--- src/rtl/stream_arbiter.sv ---
// Packet-aware round-robin arbiter: N valid/ready streams into one registered output, locked to a port until its last beat.
// 1-cycle latency; in_ready = load && grant, so a stalled output register stalls every input.
module stream_arbiter #(
    parameter  int DATA_SIZE = 8,
    parameter  int N_PORTS   = 4,
    localparam int IDX_W     = $clog2(N_PORTS)
) (
    input  logic                         clk,
    input  logic                         rst_n,
    input  logic [N_PORTS*DATA_SIZE-1:0] in_data,
    input  logic [N_PORTS-1:0]           in_valid,
    input  logic [N_PORTS-1:0]           in_last,
    output logic [N_PORTS-1:0]           in_ready,
    output logic [DATA_SIZE-1:0]         out_data,
    output logic                         out_valid,
    output logic                         out_last,
    output logic [IDX_W-1:0]             out_port,
    input  logic                         out_ready
);

    typedef enum logic {
        IDLE   = 1'b0,
        LOCKED = 1'b1
    } state_t;

    state_t                 state_q;
    logic [IDX_W-1:0]       owner_q;
    logic [IDX_W-1:0]       ptr_q;
    logic [DATA_SIZE-1:0]   out_data_q;
    logic                   out_valid_q;
    logic                   out_last_q;
    logic [IDX_W-1:0]       out_port_q;

    logic [N_PORTS-1:0]     grant;
    logic [IDX_W-1:0]       sel;
    logic                   found;
    logic [IDX_W:0]         cand_w;
    logic [IDX_W-1:0]       cand;
    logic [DATA_SIZE-1:0]   sel_data;
    logic                   sel_last;
    logic                   load;
    logic                   accept;
    logic [IDX_W-1:0]       ptr_d;

    // Grant: the lock owner alone, otherwise first valid port at or after ptr.
    always_comb begin
        grant  = '0;
        sel    = '0;
        found  = 1'b0;
        cand_w = '0;
        cand   = '0;
        if (state_q == LOCKED) begin
            grant[owner_q] = 1'b1;
            sel            = owner_q;
        end else begin
            for (int off = 0; off < N_PORTS; off++) begin
                cand_w = {1'b0, ptr_q} + (IDX_W+1)'(off);
                if (cand_w >= (IDX_W+1)'(N_PORTS)) begin
                    cand_w = cand_w - (IDX_W+1)'(N_PORTS);
                end
                cand = cand_w[IDX_W-1:0];
                if (!found && in_valid[cand]) begin
                    found       = 1'b1;
                    grant[cand] = 1'b1;
                    sel         = cand;
                end
            end
        end
    end

    always_comb begin
        sel_data = '0;
        for (int i = 0; i < N_PORTS; i++) begin
            if (grant[i]) begin
                sel_data = in_data[i*DATA_SIZE +: DATA_SIZE];
            end
        end
    end

    assign sel_last = |(in_last & grant);
    assign load     = !out_valid_q || out_ready;
    assign in_ready = (rst_n && load) ? grant : '0;
    assign accept   = |(in_valid & in_ready);
    assign ptr_d    = (sel == IDX_W'(N_PORTS - 1)) ? '0 : sel + IDX_W'(1);

    // Output register and arbitration state move only when the output can load.
    always_ff @(posedge clk) begin
        if (!rst_n) begin
            state_q     <= IDLE;
            owner_q     <= '0;
            ptr_q       <= '0;
            out_data_q  <= '0;
            out_valid_q <= 1'b0;
            out_last_q  <= 1'b0;
            out_port_q  <= '0;
        end else if (load) begin
            out_valid_q <= accept;
            if (accept) begin
                out_data_q <= sel_data;
                out_last_q <= sel_last;
                out_port_q <= sel;
                case (state_q)
                    IDLE: begin
                        if (!sel_last) begin
                            state_q <= LOCKED;
                            owner_q <= sel;
                        end
                    end
                    LOCKED: begin
                        if (sel_last) begin
                            state_q <= IDLE;
                        end
                    end
                    default: state_q <= IDLE;
                endcase
                // Fairness is per packet: the pointer only moves past a finished packet.
                if (sel_last) begin
                    ptr_q <= ptr_d;
                end
            end
        end
    end

    assign out_data  = out_data_q;
    assign out_valid = out_valid_q;
    assign out_last  = out_last_q;
    assign out_port  = out_port_q;

endmodule

--- config.mk ---
export PLATFORM = sky130hd
export DESIGN_NAME = stream_arbiter
export DESIGN_NICKNAME = d
export VERILOG_FILES = /design/src/rtl/stream_arbiter.sv
export SDC_FILE = /design/constraint.sdc
export NUM_CORES = 1
export LEC_CHECK = 0
export CAP_MARGIN = 20
export CORE_ASPECT_RATIO = 0.5
export CORE_MARGIN = 2
export CORE_UTILIZATION = 49
export CTS_BUF_LIST = sky130_fd_sc_hd__clkbuf_4 sky130_fd_sc_hd__clkbuf_8
export CTS_CLUSTER_SIZE = 20
export DETAILED_ROUTE_END_ITERATION = 7
export PLACE_DENSITY = 0.95
export SYNTH_ARGS = -nofsm -noshare
export SYNTH_HDL_FRONTEND = slang
export SYNTH_SLANG_ARGS = --single-unit
--- constraint.sdc ---
create_clock -name clk -period 10.57 [get_ports clk]
set_input_delay 2.114 -clock clk [delete_from_list [all_inputs] [get_ports clk]]
set_output_delay 2.114 -clock clk [all_outputs]
set_load 0.1 [all_outputs]
==> impl_metrics.tcl <==
set metrics [dict create \
    synthToLayoutAreaGrowth_pct 40.1 \
    avgSynthCellArea_um2 8.56 \
    row_count 14 \
    maxCapViolations 0 \
    fmax_mhz 131 \
    cts-buffers-inserted 3 \
    drt_wl_total_um 4740 \
    wl_per_cell_um 17.0 \
    cp_common_cell "clkdlybuf4s50_1" \
    fin_nets 289 \
    cp.required_ps 8460 \
    clkTransAtPathRegs_ps 60 \
    yosys.cell_types.count 46 \
    grt_pass1_vias 1643 \
    fin_setup_tns_ps 0 \
    vias_per_cell 6.33 \
    crit_type "in -> out" \
    htree_levels 1 \
    insertion_delay_ps 250 \
    worstPathCellList "clkdlybuf4s50_1 -> mux4_2 -> nor4b_4 -> nand2_1 -> a31oi_1 -> buf_4 -> nor2b_1 -> clkdlybuf4s50_1" \
    postSynthCellCount 184 \
    place_hpwl_um 3640 \
    cts_num_sinks 17 \
    hold_violations 0 \
    antenna_found_initial 0 \
    p_switching_mw 0.447 \
    arrival_ps 5530 \
    fin_crit_sh 0.724 \
    setup_viol 0 \
    path_max_fanout 13 \
    combPwrFrac 0.786 \
    p_clk_frac 0.064 \
    vias 1767 \
    initial_utilization 0.520 \
    p_per_area_nw_per_um2 358 \
    crit_buf_inv 3 \
    grt_max_degree 22 \
    drcViolationCount 0 \
    synth_area_um2 1580 \
    ios 59 \
    slew_violations 0 \
    p_int_mw 0.343 \
    core_area_um2 3030 \
    p_total_mw 0.790 \
    worst_slack_ps 2920 \
    io_buffer_count 58 \
    drtPass1Iterations 5 \
    endpoint_kind "primary output" \
    status "finished clean" \
    grt_usage 0.258 \
    yosysWarnings 0 \
    pwr-share-seq 0.150 \
    cellLeakagePower_nw 0.836 \
    synthFlopType "dfxtp_1" \
    cts_tree "yes" \
    async_flop_share 0 \
    hold_path_class "reg -> reg" \
    rsz0062_at_grt "no" \
    critPathSlowestCell "clkdlybuf4s50_1" \
    worst_slew_margin_rel 0.335 \
    swShare 0.565 \
    root_buffer "clkbuf_8" \
    synth_edf_count 0 \
    diodes 0 \
    drt_iter0_drc 206 \
    yosysSeqAreaShare 0.216 \
    synth_seq_cells 17 \
    grt_pass1_wl_um 7620 \
    gp_congestion 0.926 \
    clockBufferDepth 2 \
    skew_ps 1.73 \
    die_w_um 84.2 \
    drive_gt1_frac 0.0921 \
    critPathTopFamily "buffers and inverters" \
    cts_hold_buffers 0 \
    critPathMaxStageDelay_ps 1140 \
    peakVddDrop_uv 180 \
    overflow 0 \
    tightest_slew_ps 995 \
    fillers 217 \
    cts_resized 0 \
    post_cts_buffers 0 \
    startpoint_type "input port" \
    fp.dieH_um 44.1 \
    ant_nets 0 \
    dieArea_um2 3710 \
    min_period_ps 7650 \
    synth_nets 233 \
    dp_slack_ps 2970 \
]
-- path summary, 6_finish.rpt --
check	cells past startpoint	slack, ps	endpoint	from
min reg2reg	2	470	out_data[5]$_SDFFE_PN0P_	out_data[5]$_SDFFE_PN0P_
min	2	470	out_data[5]$_SDFFE_PN0P_	out_data[5]$_SDFFE_PN0P_
max reg2reg	12	6550	owner_q[0]$_SDFFE_PN0P_	ptr_q[0]$_SDFFE_PN0P_
max	8	2920	in_ready[1]	in_valid[2]
-- power by group through the flow --
stage	Sequential, mW	Clock, mW	Combinational, mW
floorplan	0.209	0	0.393
global placement	0.117	0	0.594
detailed placement	0.119	0	0.610
CTS	0.118	0.0509	0.614
global route	0.122	0.0549	0.655
finish	0.119	0.0504	0.621
-- sequential cells by signal, indices dropped and copies added, names as in the netlist --
name and flops:
out_data 8, out_last 1, out_port 2, out_valid 1
owner_q 2, ptr_q 2, state_q 1
-- per-layer routing --
metal | vias up | track usage | share of wire
li1 | 815 | - | -
met1 | 824 | 0.313 | 0.39
met2 | 114 | 0.478 | 0.50
met3 | 14 | 0.0560 | 0.088
met4 | 0 | 0.0710 | 0.020
met5 | - | 0 | 0
-- through the flow --
step | hold slack (ps) | instance area (um2) | utilization | std cells
6_report | 468 | 2210 | 0.728 | 279
5_1_grt | 494 | 2210 | 0.728 | 279
4_1_cts | 468 | 2210 | 0.728 | 279
3_5_place_dp | 460 | 2160 | 0.712 | 275
3_3_place_gp | 445 | 2160 | 0.712 | 275
2_1_floorplan | 540 | 1580 | - | 184
-- Yosys cell counts (2+ instances only) --
| cell | instances | area (um2) |
|---|---|---|
| nor2b_1 | 3 | 18.8 |
| o211ai_1 | 5 | 37.5 |
| mux2_2 | 2 | 22.5 |
| o221a_1 | 2 | 22.5 |
| and2_1 | 5 | 31.3 |
| a221o_1 | 9 | 90.1 |
| ha_1 | 6 | 75.1 |
| mux2i_1 | 12 | 120 |
| inv_1 | 12 | 45.0 |
| dfxtp_1 | 17 | 340 |
| clkbuf_1 | 4 | 15.0 |
| mux4_2 | 4 | 90.1 |
| nand4_1 | 3 | 18.8 |
| nand3_1 | 6 | 30.0 |
| nor3_1 | 4 | 20.0 |
| nand2_1 | 24 | 90.1 |
| nor2_1 | 6 | 22.5 |
| nand2b_1 | 3 | 18.8 |
| a21oi_1 | 11 | 55.1 |
| a31oi_1 | 3 | 18.8 |
| o221ai_1 | 8 | 70.1 |
| buf_6 | 4 | 45.0 |
| o21ai_0 | 7 | 35.0 |
| buf_2 | 2 | 10.0 |
-- logic make-up (layout without fill, tap and decap cells) --
family                   after synthesis  count (layout)  synth area share
AND/OR/NAND/NOR                       63              63             0.219
AO/OA/AOI/OAI                         57              57             0.291
buffers and inverters                 22              77            0.0731
multiplexers                          18              18             0.148
flip-flops                            17              17             0.216
adder cells (fa/ha/maj)                6               6            0.0477
XOR/XNOR                               1               1           0.00556
-- cell type report --
type / count / area, um2 / area share
Tap cell: 40 / 50.0 / 0.0227
Multi-Input combinational cell: 145 / 1120 / 0.507
Clock buffer: 4 / 48.8 / 0.0221
Sequential cell: 17 / 340 / 0.154
Timing Repair Buffer: 61 / 603 / 0.273
Inverter: 12 / 45.0 / 0.0204
-- tightest hold or removal path, stage by stage, from the launching register on --
cell	delay, ps
dfxtp_1	310
nand2_1	50
mux2i_1	60
-- cell usage in the layout (no fill, tap or decap), types with 4 or more instances in the layout --
| master | netlist | final |
|---|---|---|
| inv_1 | 12 | 12 |
| nor2_1 | 6 | 6 |
| nand2_1 | 24 | 24 |
| o21ai_0 | 7 | 7 |
| a221o_1 | 9 | 9 |
| and2_1 | 5 | 5 |
| mux4_2 | 4 | 4 |
| mux2i_1 | 12 | 12 |
| nor3_1 | 4 | 4 |
| o221ai_1 | 8 | 8 |
| o211ai_1 | 5 | 5 |
| dfxtp_1 | 17 | 17 |
| clkdlybuf4s50_1 | 0 | 58 |
| a21oi_1 | 11 | 11 |
| nand3_1 | 6 | 6 |
| ha_1 | 6 | 6 |
Note: power is estimated with default switching activity, not from simulation.
